===== config.mk =====
export PLATFORM = sky130hd
export DESIGN_NAME = hazard_unit_flat
export DESIGN_NICKNAME = d
export VERILOG_FILES = /design/src/rtl/hazard_unit_if.sv /design/src/rtl/hazard_unit.sv /design/src/flat_wrapper.sv
export SDC_FILE = /design/constraint.sdc
export NUM_CORES = 1
export LEC_CHECK = 0
export ABC_AREA = 1
export CORE_AREA = 5 5 105 107
export DETAILED_ROUTE_END_ITERATION = 10
export DIE_AREA = 0 0 110 112
export SLEW_MARGIN = 20
export SYNTH_ARGS = -nofsm -noshare
export SYNTH_HDL_FRONTEND = slang
export SYNTH_SLANG_ARGS = --single-unit

===== constraint.sdc =====
create_clock -name clk -period 2.24 [get_ports clk]
set_input_delay 0.448 -clock clk [delete_from_list [all_inputs] [get_ports clk]]
set_output_delay 0.448 -clock clk [all_outputs]
set_load 0.01 [all_outputs]

===== src/rtl/hazard_unit_if.sv =====
// Hazard unit signal bundle: decode/execute/memory-stage hazard inputs and the
// stall, bubble, flush, error and statistics outputs of the hazard unit.
// The pipeline side uses the master modport, the hazard unit the slave modport.
interface hazard_unit_if #(
    parameter int CNT_W = 16
);
    // Decode-stage source operands
    logic [4:0]       rs1_s2;
    logic [4:0]       rs2_s2;
    logic             rs1_used_s2;
    logic             rs2_used_s2;
    // Execute-stage destination / control
    logic [4:0]       rd_s3;
    logic             RegWEn_s3;
    logic             MemRead_s3;
    logic             Branch_taken_s3;
    // Memory-stage handshake
    logic             mem_req_s4;
    logic             mem_ready_s4;
    // Pipeline control outputs
    logic             Stall_F;
    logic             Stall_D;
    logic             Stall_E;
    logic             Stall_M;
    logic             Bubble_E;
    logic             Bubble_W;
    logic             Flush_D;
    logic             Flush_E;
    // Status and statistics
    logic             mem_timeout;
    logic [CNT_W-1:0] loaduse_cnt;
    logic [CNT_W-1:0] flush_cnt;

    modport master (
        output rs1_s2, rs2_s2, rs1_used_s2, rs2_used_s2,
        output rd_s3, RegWEn_s3, MemRead_s3, Branch_taken_s3,
        output mem_req_s4, mem_ready_s4,
        input  Stall_F, Stall_D, Stall_E, Stall_M,
        input  Bubble_E, Bubble_W, Flush_D, Flush_E,
        input  mem_timeout, loaduse_cnt, flush_cnt
    );

    modport slave (
        input  rs1_s2, rs2_s2, rs1_used_s2, rs2_used_s2,
        input  rd_s3, RegWEn_s3, MemRead_s3, Branch_taken_s3,
        input  mem_req_s4, mem_ready_s4,
        output Stall_F, Stall_D, Stall_E, Stall_M,
        output Bubble_E, Bubble_W, Flush_D, Flush_E,
        output mem_timeout, loaduse_cnt, flush_cnt
    );
endinterface


===== src/rtl/hazard_unit.sv =====
// Pipeline hazard unit for hazards forwarding cannot resolve:
//   - memory wait (highest priority): freeze F/D/E/M, bubble into MEM/WB
//   - taken redirect in execute: flush IF/ID and ID/EX
//   - load-use: hold PC and IF/ID for one cycle, bubble into ID/EX
// Pipeline controls are combinational so they act in the cycle the hazard is
// seen. A wait counter flags a sticky timeout when memory never answers, and
// two saturating counters record load-use stalls and redirect flushes.
module hazard_unit #(
    parameter int TIMEOUT = 16,
    parameter int CNT_W   = 16
) (
    input  logic          clk,
    input  logic          rst_n,
    hazard_unit_if.slave  hz
);

    // Wait counter must be able to hold the value TIMEOUT itself.
    localparam int                WCNT_W   = $clog2(TIMEOUT) + 1;
    localparam logic [WCNT_W-1:0] WAIT_MAX = WCNT_W'(TIMEOUT);
    localparam logic [WCNT_W-1:0] WAIT_TO  = WCNT_W'(TIMEOUT - 1);
    localparam logic [WCNT_W-1:0] WAIT_ONE = WCNT_W'(1);
    localparam logic [CNT_W-1:0]  CNT_MAX  = {CNT_W{1'b1}};
    localparam logic [CNT_W-1:0]  CNT_ONE  = CNT_W'(1);

    typedef enum logic [0:0] {
        ST_RUN      = 1'b0,
        ST_MEM_WAIT = 1'b1
    } state_t;

    // Saturating increment for the statistics counters.
    function automatic logic [CNT_W-1:0] sat_inc(input logic [CNT_W-1:0] val);
        logic [CNT_W-1:0] res;
        if (val == CNT_MAX) begin
            res = val;
        end else begin
            res = val + CNT_ONE;
        end
        return res;
    endfunction

    state_t            state_q, state_d;
    logic [WCNT_W-1:0] wait_cnt_q, wait_cnt_d;
    logic              timeout_q, timeout_d;
    logic [CNT_W-1:0]  loaduse_cnt_q, loaduse_cnt_d;
    logic [CNT_W-1:0]  flush_cnt_q, flush_cnt_d;

    logic              rs1_hit_s;
    logic              rs2_hit_s;
    logic              lu_s;
    logic              mw_s;
    logic              lu_take_s;
    logic              br_take_s;

    logic              stall_f_s;
    logic              stall_d_s;
    logic              stall_e_s;
    logic              stall_m_s;
    logic              bubble_e_s;
    logic              bubble_w_s;
    logic              flush_d_s;
    logic              flush_e_s;

    // Raw hazard detection: load-use dependency and outstanding memory wait.
    always_comb begin
        rs1_hit_s = hz.rs1_used_s2 && (hz.rs1_s2 == hz.rd_s3);
        rs2_hit_s = hz.rs2_used_s2 && (hz.rs2_s2 == hz.rd_s3);
        lu_s      = hz.MemRead_s3 && hz.RegWEn_s3 && (hz.rd_s3 != 5'd0)
                    && (rs1_hit_s || rs2_hit_s);
        mw_s      = hz.mem_req_s4 && !hz.mem_ready_s4;
        // Which lower-priority action actually takes effect this cycle.
        br_take_s = !mw_s && hz.Branch_taken_s3;
        lu_take_s = !mw_s && !hz.Branch_taken_s3 && lu_s;
    end

    // Prioritised stall/bubble/flush generation, forced quiet during reset.
    always_comb begin
        stall_f_s  = 1'b0;
        stall_d_s  = 1'b0;
        stall_e_s  = 1'b0;
        stall_m_s  = 1'b0;
        bubble_e_s = 1'b0;
        bubble_w_s = 1'b0;
        flush_d_s  = 1'b0;
        flush_e_s  = 1'b0;
        if (!rst_n) begin
            stall_f_s = 1'b0;
        end else if (mw_s) begin
            // Memory not answering: freeze everything up to EX/MEM.
            stall_f_s  = 1'b1;
            stall_d_s  = 1'b1;
            stall_e_s  = 1'b1;
            stall_m_s  = 1'b1;
            bubble_w_s = 1'b1;
        end else if (hz.Branch_taken_s3) begin
            // Redirect kills the dependent instruction, so no load-use stall.
            flush_d_s = 1'b1;
            flush_e_s = 1'b1;
        end else if (lu_s) begin
            // One-cycle hold; next cycle the load is in s4 and forwards.
            stall_f_s  = 1'b1;
            stall_d_s  = 1'b1;
            bubble_e_s = 1'b1;
        end else begin
            stall_f_s = 1'b0;
        end
    end

    // Drive the combinational controls and registered status onto the bundle.
    always_comb begin
        hz.Stall_F     = stall_f_s;
        hz.Stall_D     = stall_d_s;
        hz.Stall_E     = stall_e_s;
        hz.Stall_M     = stall_m_s;
        hz.Bubble_E    = bubble_e_s;
        hz.Bubble_W    = bubble_w_s;
        hz.Flush_D     = flush_d_s;
        hz.Flush_E     = flush_e_s;
        hz.mem_timeout = timeout_q;
        hz.loaduse_cnt = loaduse_cnt_q;
        hz.flush_cnt   = flush_cnt_q;
    end

    // Next-state logic for the RUN / MEM_WAIT tracker.
    always_comb begin
        state_d = state_q;
        case (state_q)
            ST_RUN: begin
                if (mw_s) begin
                    state_d = ST_MEM_WAIT;
                end else begin
                    state_d = ST_RUN;
                end
            end
            ST_MEM_WAIT: begin
                if (hz.mem_ready_s4 || !hz.mem_req_s4) begin
                    state_d = ST_RUN;
                end else begin
                    state_d = ST_MEM_WAIT;
                end
            end
            default: begin
                state_d = ST_RUN;
            end
        endcase
    end

    // Wait counter and sticky timeout: count consecutive wait cycles, saturating.
    always_comb begin
        wait_cnt_d = wait_cnt_q;
        timeout_d  = timeout_q;
        if (!mw_s) begin
            wait_cnt_d = '0;
        end else if (wait_cnt_q == WAIT_MAX) begin
            wait_cnt_d = wait_cnt_q;
        end else begin
            wait_cnt_d = wait_cnt_q + WAIT_ONE;
        end
        if (mw_s && (wait_cnt_q == WAIT_TO)) begin
            timeout_d = 1'b1;
        end else begin
            timeout_d = timeout_q;
        end
    end

    // Statistics: count edges where a load-use stall or a redirect flush acted.
    always_comb begin
        loaduse_cnt_d = loaduse_cnt_q;
        flush_cnt_d   = flush_cnt_q;
        if (lu_take_s) begin
            loaduse_cnt_d = sat_inc(loaduse_cnt_q);
        end else begin
            loaduse_cnt_d = loaduse_cnt_q;
        end
        if (br_take_s) begin
            flush_cnt_d = sat_inc(flush_cnt_q);
        end else begin
            flush_cnt_d = flush_cnt_q;
        end
    end

    // State, wait tracking and statistics registers with asynchronous reset.
    always_ff @(posedge clk or negedge rst_n) begin
        if (!rst_n) begin
            state_q       <= ST_RUN;
            wait_cnt_q    <= '0;
            timeout_q     <= 1'b0;
            loaduse_cnt_q <= '0;
            flush_cnt_q   <= '0;
        end else begin
            state_q       <= state_d;
            wait_cnt_q    <= wait_cnt_d;
            timeout_q     <= timeout_d;
            loaduse_cnt_q <= loaduse_cnt_d;
            flush_cnt_q   <= flush_cnt_d;
        end
    end

endmodule


===== src/flat_wrapper.sv =====
// flat-port wrapper written by rule: the top's interface ports become plain ports
module hazard_unit_flat 
#(
    parameter int TIMEOUT = 16,
    parameter int CNT_W   = 16
)
  (clk, rst_n, hz_rs1_s2, hz_rs2_s2, hz_rs1_used_s2, hz_rs2_used_s2, hz_rd_s3, hz_RegWEn_s3, hz_MemRead_s3, hz_Branch_taken_s3, hz_mem_req_s4, hz_mem_ready_s4, hz_Stall_F, hz_Stall_D, hz_Stall_E, hz_Stall_M, hz_Bubble_E, hz_Bubble_W, hz_Flush_D, hz_Flush_E, hz_mem_timeout, hz_loaduse_cnt, hz_flush_cnt);
  hazard_unit_if #(.CNT_W(CNT_W)) hz_i ();
  input  logic clk;
  input  logic rst_n;
  input wire logic [$bits(hz_i.rs1_s2)-1:0] hz_rs1_s2;
  input wire logic [$bits(hz_i.rs2_s2)-1:0] hz_rs2_s2;
  input wire logic [$bits(hz_i.rs1_used_s2)-1:0] hz_rs1_used_s2;
  input wire logic [$bits(hz_i.rs2_used_s2)-1:0] hz_rs2_used_s2;
  input wire logic [$bits(hz_i.rd_s3)-1:0] hz_rd_s3;
  input wire logic [$bits(hz_i.RegWEn_s3)-1:0] hz_RegWEn_s3;
  input wire logic [$bits(hz_i.MemRead_s3)-1:0] hz_MemRead_s3;
  input wire logic [$bits(hz_i.Branch_taken_s3)-1:0] hz_Branch_taken_s3;
  input wire logic [$bits(hz_i.mem_req_s4)-1:0] hz_mem_req_s4;
  input wire logic [$bits(hz_i.mem_ready_s4)-1:0] hz_mem_ready_s4;
  output wire logic [$bits(hz_i.Stall_F)-1:0] hz_Stall_F;
  output wire logic [$bits(hz_i.Stall_D)-1:0] hz_Stall_D;
  output wire logic [$bits(hz_i.Stall_E)-1:0] hz_Stall_E;
  output wire logic [$bits(hz_i.Stall_M)-1:0] hz_Stall_M;
  output wire logic [$bits(hz_i.Bubble_E)-1:0] hz_Bubble_E;
  output wire logic [$bits(hz_i.Bubble_W)-1:0] hz_Bubble_W;
  output wire logic [$bits(hz_i.Flush_D)-1:0] hz_Flush_D;
  output wire logic [$bits(hz_i.Flush_E)-1:0] hz_Flush_E;
  output wire logic [$bits(hz_i.mem_timeout)-1:0] hz_mem_timeout;
  output wire logic [$bits(hz_i.loaduse_cnt)-1:0] hz_loaduse_cnt;
  output wire logic [$bits(hz_i.flush_cnt)-1:0] hz_flush_cnt;
  assign hz_i.rs1_s2 = hz_rs1_s2;
  assign hz_i.rs2_s2 = hz_rs2_s2;
  assign hz_i.rs1_used_s2 = hz_rs1_used_s2;
  assign hz_i.rs2_used_s2 = hz_rs2_used_s2;
  assign hz_i.rd_s3 = hz_rd_s3;
  assign hz_i.RegWEn_s3 = hz_RegWEn_s3;
  assign hz_i.MemRead_s3 = hz_MemRead_s3;
  assign hz_i.Branch_taken_s3 = hz_Branch_taken_s3;
  assign hz_i.mem_req_s4 = hz_mem_req_s4;
  assign hz_i.mem_ready_s4 = hz_mem_ready_s4;
  assign hz_Stall_F = hz_i.Stall_F;
  assign hz_Stall_D = hz_i.Stall_D;
  assign hz_Stall_E = hz_i.Stall_E;
  assign hz_Stall_M = hz_i.Stall_M;
  assign hz_Bubble_E = hz_i.Bubble_E;
  assign hz_Bubble_W = hz_i.Bubble_W;
  assign hz_Flush_D = hz_i.Flush_D;
  assign hz_Flush_E = hz_i.Flush_E;
  assign hz_mem_timeout = hz_i.mem_timeout;
  assign hz_loaduse_cnt = hz_i.loaduse_cnt;
  assign hz_flush_cnt = hz_i.flush_cnt;
  hazard_unit #(.TIMEOUT(TIMEOUT), .CNT_W(CNT_W)) u_core (.clk(clk), .rst_n(rst_n), .hz(hz_i));
endmodule

==> results of run 1 <==
## timing repair
action	in CTS	in global routing
gates resized for setup	26	9
setup buffers	0	0
pin swaps	2	7
setup endpoints to repair	8	3
## critical path: stages
cell and delay (ns):
clkdlybuf4s50_1 0.42, nand2_1 0.08, nand2_1 0.05, nor2_1 0.08, nand3_1 0.09, nand2_2 0.10, nand3_2 0.07, a21oi_2 0.14
buf_2 0.15
## worst paths after layout
path,from,end,slack (ns)
worst min register to register,u_core.hz.mem_timeout$_DFFE_PN0P_,u_core.hz.mem_timeout$_DFFE_PN0P_,0.46
worst min-delay path,rst_n,u_core.hz.loaduse_cnt[13]$_DFFE_PN0P_,0.25
worst max-delay path,hz_rs1_s2[0],hz_Stall_D,0.16
max in group asynchronous,rst_n,u_core.hz.flush_cnt[3]$_DFFE_PN0P_,1.64
worst max register to register,u_core.hz.flush_cnt[0]$_DFFE_PN0P_,u_core.hz.flush_cnt[14]$_DFFE_PN0P_,0.53
min in group clk,u_core.hz.mem_timeout$_DFFE_PN0P_,u_core.hz.mem_timeout$_DFFE_PN0P_,0.46
## flip-flops by register name, summed over array words and instances, names as in the netlist
register and flops:
u_core.hz.flush_cnt 16, u_core.hz.loaduse_cnt 16, u_core.hz.mem_timeout 1, u_core.wait_cnt_q 5
## Yosys cell counts
master   instances
o21ai_4          1
xor2_1          21
ha_1             5
dfrtp_1         38
nand2_1        114
o21ai_2          5
buf_6            2
nand3_1         16
a21o_1           1
inv_1           42
nor2_4           1
nor3_1          11
nand4_1          6
inv_2            7
buf_4            5
a21oi_1          5
nor2_2           1
xnor2_1          7
nor2_1          35
nand4_2          1
o21ai_0          4
nand2_2          2
nand3_2          1
nor3_2           3
## cells by family after synthesis
group                    after synthesis  share of synthesized area, %
AO/OA/AOI/OAI                         16                          4.63
XOR/XNOR                              28                          10.1
adder cells (fa/ha/maj)                5                          2.57
buffers and inverters                 56                          10.0
flip-flops                            38                          39.1
AND/OR/NAND/NOR                      191                          33.5
## layout by cell type (no fill, tap or decap)
cell type | Yosys | final
nor2_4 | 1 | 1
nand2_2 | 2 | 2
nand3_2 | 1 | 2
clkinv_2 | 0 | 1
inv_1 | 42 | 42
nor3_1 | 11 | 11
nand2_1 | 114 | 114
clkbuf_8 | 0 | 6
nor2_1 | 35 | 33
dlymetal6s2s_1 | 0 | 9
a21oi_1 | 5 | 4
clkdlybuf4s50_1 | 0 | 41
a21oi_2 | 0 | 1
xor2_1 | 21 | 21
buf_2 | 0 | 4
nand4_1 | 6 | 6
ha_1 | 5 | 5
buf_12 | 0 | 2
nand4_2 | 1 | 1
nor2_2 | 1 | 3
dfrtp_1 | 38 | 38
inv_2 | 7 | 7
a21o_1 | 1 | 1
buf_4 | 5 | 12
o21ai_2 | 5 | 5
o21ai_0 | 4 | 4
xnor2_1 | 7 | 7
clkinvlp_4 | 0 | 1
dlygate4sd2_1 | 0 | 10
o21ai_4 | 1 | 1
nand3_1 | 16 | 15
nor3_2 | 3 | 3
## power groups by stage
| stage | registers, mW | clock network (mW) | logic [mW] |
|---|---|---|---|
| floorplan | 0.882 | 0 | 0.204 |
| global placement | 0.869 | 0 | 0.488 |
| detailed placement | 0.871 | 0 | 0.493 |
| CTS | 0.860 | 0.520 | 0.491 |
| global route | 0.874 | 0.544 | 0.531 |
| finish | 0.859 | 0.493 | 0.481 |
## metrics by stage
stage	TNS [ns]	instances
2_1_floorplan	0	334
5_1_grt	0	549
4_1_cts	0	549
6_report	0	549
3_3_place_gp	-1.97	541
3_5_place_dp	-2.23	541
## metal layers
layer | wire [um] | GRT usage, % | vias to the layer above
li1 | - | - | 1174
met1 | 2510 | 11.7 | 1055
met2 | 3050 | 17.7 | 36
met3 | 241 | 2.32 | 4
met4 | 34 | 2.24 | 0
met5 | 0 | 0 | -
## final cells by class
type	instances	area share, %
Multi-Input combinational cell	240	36.6
Clock inverter	2	0.367
Sequential cell	38	27.9
Tap cell	136	4.99
Timing Repair Buffer	78	22.3
Inverter	49	5.39
Clock buffer	6	2.42
==> summary.txt, run 1 <==
status: complete, no violations
worst hold-check path type: input pin to async pin
RePlAce Congestion: 0.842
H-tree lvl count: 2
Nets: 441
Clock Sinks: 38
TritonCTS Buffers: 5
Avg Synthesized Cell Area: 7.27 sq um
crit path launch type: input pin
fin area: 3410 sq um
Sw Share: 31.5%
Worst Setup End Kind: output pin
internal power: 1.26 mW
setup ws final: 0.160 ns
Cells after Synth: 334
final design utilization: 33.9%
vias in the first global route: 2256
initial antenna violation count: 0
Root Driver: clkbuf_8
slew margin rel.: 66.8%
Peak VDD IR: 0.414 mV
pre-CTS WS: -0.466 ns
YS warnings: 0
antenna fix cells: 0
# IOs: 65
first-pass GRT wire length: 9970 um
worst-path fanout max: 3
largest net degree at the start of global routing: 39
# Max-Cap Violations: 0
register area: 951 sq um
Seq cells post-synth: 38
Clock Tree Buf Depth: 2
area delta synth->final: 40.3%
crit path kind: input pin to output pin
Leak Pwr: 1.73 nW
Max Freq: 481 MHz
RSZ-0062 raised after global routing: false
Worst R2R Path Depth: 9
post-synthesis sequential area ratio: 39.1%
post-synthesis cell type count: 24
Fin Hold WS: 0.250 ns
Final setup viols: 0
clock slew at reported path FFs: 0.08 ns
dpl hpwl: 4590 um
die area: 12300 sq um
die extent in x: 110 um
Clk network pwr share: 26.9%
Port Buf Inserts: 64
DRT iter0 DRCs: 108
pwr dens: 537 nW/um^2
Pre-Repair DR Iteration Count: 6
Post-DP Area: 3310 sq um
clk_skew: 0.00712 ns
area occupied by multi-input gates: 1250 sq um
PnR Total Power: 1.83 mW
FILL cells: 1061
Starting Density: 24.2%
DR DRC count: 0
top cells by area, synth: dfrtp_1 39%, nand2_1 18%, xor2_1 7.6%
share of cells above drive strength 1: 12.6%
core area: 10000 sq um
Net Count, Synth: 363
minimum clock period: 2.08 ns
cts-stage hold buffer count: 0
worst skew pair latency: 0.29 ns
grt total ovfl: 0
CTS tree: yes
area of the mapped netlist: 2430 sq um
combinational power share: 26.2%
vias per std cell: 4.13
Synth top area share: 39.1%
WP data required: 1.79 ns
Final Hold Viols: 0
period utilisation layout: 92.9%
routed wire length: 5840 um
Net Sw Power: 577 uW
via count: 2269
num rows: 37
gr usage total: 9.85%
max-slew violations: 0
WL per Instance: 10.6 um
pin slew with the least headroom to its limit: 0.499 ns
crit path DAT: 1.63 ns
sequential fraction of design power: 46.9%
remaining antenna violation count after routing: 0
Die Ht: 112 um
Yosys top cell by area: dfrtp_1
(Power assumes the default switching activity.)
==> inputs of run 2 (changes only) <==
--- a/config.mk
+++ b/config.mk
@@ -6,9 +6,9 @@
 export NUM_CORES = 1
 export LEC_CHECK = 0
 export ABC_AREA = 1
-export CORE_AREA = 5 5 105 107
+export CORE_AREA = 2 2 102 104
 export DETAILED_ROUTE_END_ITERATION = 10
-export DIE_AREA = 0 0 110 112
+export DIE_AREA = 0 0 104 106
 export SLEW_MARGIN = 20
 export SYNTH_ARGS = -nofsm -noshare
 export SYNTH_HDL_FRONTEND = slang
==> summary.txt, run 2 (synthesis results as in run 1) <==
DRT iter0 DRCs: 104 (was 108)
remaining antenna violation count after routing: 0 (unchanged)
WL per Instance: 10.5 um (was 10.6 um)
Max Freq: 475 MHz (was 481 MHz)
pwr dens: 558 nW/um^2 (was 537 nW/um^2)
commonest non-fill, non-tap cell in the layout: nand2_1 (unchanged)
worst hold-check path type: input pin to async pin (unchanged)
Final setup viols: 0 (unchanged)
Worst R2R Setup Slack: 0.53 ns (about the same)
DR DRC count: 0 (unchanged)
Peak VDD IR: 0.456 mV (was 0.414 mV)
Non-Filler Instances: 549 (unchanged)
status: complete, no violations (unchanged)
worst-path fanout max: 3 (unchanged)
commonest non-fill, non-tap cells in the layout: 114 x nand2_1, 42 x inv_1, 41 x clkdlybuf4s50_1 (unchanged)
WP data required: 1.79 ns (about the same)
placed cell count: 540 (was 541)
Clock Tree Buf Depth: 2 (unchanged)
Clock Sinks: 38 (unchanged)
Port Buf Inserts: 64 (unchanged)
die extent in x: 104 um (was 110 um)
crit path launch type: input pin (unchanged)
dpl hpwl: 4510 um (was 4590 um)
Starting Density: 24.3% (was 24.2%)
pin slew with the least headroom to its limit: 0.511 ns (was 0.499 ns)
minimum clock period: 2.10 ns (was 2.08 ns)
# IOs: 65 (unchanged)
crit path DAT: 1.66 ns (was 1.63 ns)
core area: 10000 sq um (about the same)
slew margin rel.: 66.0% (was 66.8%)
grt total ovfl: 0 (unchanged)
cts-stage hold buffer count: 0 (unchanged)
FILL cells: 1076 (was 1061)
routed wire length: 5760 um (was 5840 um)
crit path kind: input pin to output pin (unchanged)
RePlAce Congestion: 0.846 (was 0.842)
Pre-Repair DR Iteration Count: 4 (was 6)
num rows: 37 (unchanged)
via count: 2285 (was 2269)
first-pass GRT wire length: 10000 um (was 9970 um)
Root Driver: clkbuf_8 (unchanged)
RSZ-0062 raised after global routing: false (unchanged)
share of cells above drive strength 1: 13.1% (was 12.6%)
area delta synth->final: 41.2% (was 40.3%)
vias per std cell: 4.16 (was 4.13)
vias in the first global route: 2271 (was 2256)
Final Hold Viols: 0 (unchanged)
Die Ht: 106 um (was 112 um)
Nets: 441 (unchanged)
die area: 11000 sq um (was 12300 sq um)
clk_skew: 0.00690 ns (was 0.00712 ns)
PnR Total Power: 1.91 mW (was 1.83 mW)
initial antenna violation count: 0 (unchanged)
TritonCTS Buffers: 5 (unchanged)
H-tree lvl count: 2 (unchanged)
Worst Setup End Kind: output pin (unchanged)
gr usage total: 10.8% (was 9.85%)
antenna fix cells: 0 (unchanged)
period utilisation layout: 94.0% (was 92.9%)
max-slew violations: 0 (unchanged)
clock slew at reported path FFs: 0.08 ns (about the same)
Leak Pwr: 1.75 nW (was 1.73 nW)
worst skew pair latency: 0.29 ns (about the same)
CTS tree: yes (unchanged)
# Max-Cap Violations: 0 (unchanged)
largest net degree at the start of global routing: 39 (unchanged)
## run 2: critical path, stage by stage
cell and delay [ns]:
clkdlybuf4s50_1 0.42, nand2_1 0.07, nand2_1 0.05, nor2_1 0.08, nand3_1 0.10, nand2_2 0.12
nand3_2 0.08, a21oi_2 0.14, buf_2 0.15
## run 2: layout make-up
type	instances	area [sq um]	share of cell area, %
tap	136	170	4.96
sequential	38	951	27.7
timing repair buffer	78	761	22.2
multi-input combinational	240	1260	36.6
clock inverter	3	40.0	1.17
clock buffer	5	68.8	2.01
inverter	49	184	5.36
## run 2: final timing paths
check / start / end / cells past startpoint
min in group clk: u_core.hz.mem_timeout$_DFFE_PN0P_ / u_core.hz.mem_timeout$_DFFE_PN0P_ / 1
worst min-delay path: rst_n / u_core.hz.loaduse_cnt[15]$_DFFE_PN0P_ / 2
worst max register to register: u_core.hz.flush_cnt[0]$_DFFE_PN0P_ / u_core.hz.flush_cnt[3]$_DFFE_PN0P_ / 8
max in group asynchronous: rst_n / u_core.hz.flush_cnt[3]$_DFFE_PN0P_ / 2
worst max-delay path: hz_rs1_s2[0] / hz_Stall_D / 9
worst min register to register: u_core.hz.mem_timeout$_DFFE_PN0P_ / u_core.hz.mem_timeout$_DFFE_PN0P_ / 1
## run 2: per-layer routing
metal	vias up	wire length (um)	part of all wire [%]	track usage [%]
li1	1177	-	-	-
met1	1063	2530	44	12.5
met2	41	2970	52	20.3
met3	4	215	3.7	2.39
met4	0	39	0.68	2.61
met5	-	0	0	0
## run 2: power breakdown
group          leakage (nW)  internal (mW)  switching, mW
sequential            0.510          0.757         0.0983
combinational          1.18          0.252          0.231
clock                0.0579          0.328          0.248
total                  1.75           1.34          0.577
## run 2: what timing repair did
action                     in CTS  in global routing
gates resized for setup        26                 11
setup buffers                   0                  1
setup endpoints to repair       8                  3
pin swaps                       0                  8
## run 2: stage by stage
step	util (%)	setup TNS [ns]	cell area (sq um)	worst slack (ns)	hold WS (ns)
after global routing	34.3	0	3430	0.0359	0.275
after detailed placement	33.0	-2.16	3300	-0.474	0.449
after floorplan	-	0	2430	0.461	0.152
final	34.3	0	3430	0.135	0.240
after global placement	33.0	-2.03	3300	-0.449	0.443
after CTS	33.9	0	3390	0.0224	0.248
==> inputs of run 3 (changes only) <==
--- a/config.mk
+++ b/config.mk
@@ -7,6 +7,7 @@
 export LEC_CHECK = 0
 export ABC_AREA = 1
 export CORE_AREA = 2 2 102 104
+export CTS_BUF_LIST = sky130_fd_sc_hd__clkbuf_4 sky130_fd_sc_hd__clkbuf_8 sky130_fd_sc_hd__clkbuf_16
 export DETAILED_ROUTE_END_ITERATION = 10
 export DIE_AREA = 0 0 104 106
 export SLEW_MARGIN = 20
==> constraint.sdc (replaced) <==
create_clock -name clk -period 1.95 [get_ports clk]
set_input_delay 0.39 -clock clk [delete_from_list [all_inputs] [get_ports clk]]
set_output_delay 0.39 -clock clk [all_outputs]
set_load 0.01 [all_outputs]
==> summary.txt, run 3 (synthesis results as in run 1) <==
status: complete, no violations (unchanged)
CP peak stage delay: 0.50 ns (was 0.42 ns)
pwr dens: 594 nW/um^2 (was 558 nW/um^2)
vias per std cell: 4.20 (was 4.16)
num rows: 37 (unchanged)
setup ws final: 0.0644 ns (was 0.135 ns)
die extent in x: 104 um (unchanged)
share of cells above drive strength 1: 19.7% (was 13.1%)
PnR Total Power: 2.08 mW (was 1.91 mW)
gr usage total: 11.2% (was 10.8%)
period utilisation layout: 96.7%
Leak Pwr: 1.72 nW (was 1.75 nW)
via count: 2341 (was 2285)
Starting Density: 24.3% (unchanged)
clock slew at reported path FFs: 0.08 ns (about the same)
cell mode on critical path: nor2_1 (was nand2_1)
largest net degree at the start of global routing: 39 (unchanged)
WL per Instance: 10.9 um (was 10.5 um)
Final Hold Viols: 0 (unchanged)
commonest non-fill, non-tap cell in the layout: nand2_1 (unchanged)
register area: 951 sq um (unchanged)
Nets: 451 (was 441)
Post-DP Area: 3330 sq um (was 3300 sq um)
pin slew with the least headroom to its limit: 0.508 ns (was 0.511 ns)
worst-path fanout max: 4 (was 3)
minimum clock period: 1.89 ns
DRT iter0 DRCs: 52 (was 104)
Die Ht: 106 um (unchanged)
# Max-Cap Violations: 0 (unchanged)
slowest stage cell, crit path: clkdlybuf4s50_1 (unchanged)
dpl hpwl: 4560 um (was 4510 um)
grt total ovfl: 0 (unchanged)
final design utilization: 35.0% (was 34.3%)
core area: 10000 sq um (unchanged)
Root Driver: clkbuf_8 (unchanged)
Final setup viols: 0 (unchanged)
Port Buf Inserts: 64 (unchanged)
H-tree lvl count: 2 (unchanged)
die area: 11000 sq um (unchanged)
antenna fix cells: 0 (unchanged)
RePlAce Congestion: 0.814 (was 0.846)
Non-Filler Instances: 558 (was 549)
area delta synth->final: 43.9% (was 41.2%)
worst skew pair latency: 0.29 ns (about the same)
vias in the first global route: 2338 (was 2271)
FILL cells: 1073 (was 1076)
remaining antenna violation count after routing: 0 (unchanged)
area occupied by multi-input gates: 1310 sq um (was 1260 sq um)
DR DRC count: 0 (unchanged)
routed wire length: 6090 um (was 5760 um)
worst hold-check path type: input pin to async pin (unchanged)
crit path DAT: 1.50 ns (was 1.66 ns)
pre-CTS WS: -0.668 ns (was -0.474 ns)
# IOs: 65 (unchanged)
Peak VDD IR: 0.501 mV (was 0.456 mV)
max-slew violations: 0 (unchanged)
initial antenna violation count: 0 (unchanged)
clk_skew: 0.0104 ns (was 0.00690 ns)
first-pass GRT wire length: 10400 um (was 10000 um)
placed cell count: 544 (was 540)
slew margin rel.: 66.2% (was 66.0%)
commonest non-fill, non-tap cells in the layout: 106 x nand2_1, 40 x inv_1, 38 x clkdlybuf4s50_1, 38 x dfrtp_1, 31 x nor2_1 (was 114 x nand2_1, 42 x inv_1, 41 x clkdlybuf4s50_1)
WP data required: 1.56 ns (was 1.79 ns)
TritonCTS Buffers: 5 (unchanged)
Worst Setup End Kind: output pin (unchanged)
crit path launch type: input pin (unchanged)
Clock Sinks: 38 (unchanged)
fin area: 3500 sq um (was 3430 sq um)
Clock Tree Buf Depth: 2 (unchanged)
crit path kind: input pin to output pin (unchanged)
Cell Chain, Critical Path: clkdlybuf4s50_1 > nor2_4 > nor2_1 > nand3_2 > nor2_1 > buf_2 (was clkdlybuf4s50_1 > nand2_1 > nand2_1 > nor2_1 > nand3_1 > nand2_2 > nand3_2 > a21oi_2 > buf_2)
Pre-Repair DR Iteration Count: 4 (unchanged)
cts-stage hold buffer count: 0 (unchanged)
Max Freq: 530 MHz
CTS tree: yes (unchanged)
[run 3: cell count changes in the layout (fill, tap and decap cells not counted), moves of 4 or more]
cell and change:
clkdlybuf4s15_1 +6, nand2_2 +7, nand2_1 -8, clkbuf_2 +8, dlymetal6s2s_1 -7, dlygate4sd2_1 -4, buf_4 +8
[run 3: cell type report]
class,instances,share of cell area [%]
Sequential cell,38,27.2
Clock buffer,5,1.97
Timing Repair Buffer,88,23.0
Clock inverter,2,0.286
Tap cell,136,4.87
Multi-Input combinational cell,240,37.4
Inverter,49,5.26
[run 3: repair_timing]
item,4_1_cts,5_1_grt
buffers inserted,6,0
setup endpoints to repair,8,23
pin swaps,3,13
gates resized for setup,38,41
cloned,0,1
hold endpoints to repair,0,0
[run 3: worst max-delay path, delay by kind of cell]
kind,cells,cell delay (ns)
buffers and inverters,2,0.66
AND/OR/NAND/NOR,4,0.44
[run 3: final timing paths]
path                                                          from                               endpoint  cells after the start  slack [ns]
worst max-delay path                               hz_mem_ready_s4                            hz_Bubble_E                      6        0.06
worst min-delay path                                         rst_n  u_core.hz.loaduse_cnt[12]$_DFFE_PN0P_                      2        0.19
worst max register to register  u_core.hz.flush_cnt[0]$_DFFE_PN0P_     u_core.hz.flush_cnt[3]$_DFFE_PN0P_                      8        0.27
worst min register to register   u_core.hz.mem_timeout$_DFFE_PN0P_      u_core.hz.mem_timeout$_DFFE_PN0P_                      1        0.46
max in group asynchronous                                    rst_n     u_core.hz.flush_cnt[3]$_DFFE_PN0P_                      2        1.40
min in group clk                 u_core.hz.mem_timeout$_DFFE_PN0P_      u_core.hz.mem_timeout$_DFFE_PN0P_                      1        0.46
[run 3: power by group]
group / switching, mW / internal (mW)
Combinational: 0.275 / 0.295
Sequential: 0.112 / 0.870
Clock: 0.285 / 0.241
[run 3: metrics by stage]
step	setup TNS, ns	hold WS (ns)
4_1_cts	-0.143	0.206
3_5_place_dp	-5.63	0.451
5_1_grt	-0.149	0.230
3_3_place_gp	-4.34	0.445
2_1_floorplan	0	0.0944
6_report	0	0.187
[run 3: layer usage]
layer	global-route usage [%]	part of all wire, %
met5	0	0
met4	2.51	0.51
met3	2.33	2.7
met2	20.3	52
met1	13.7	45
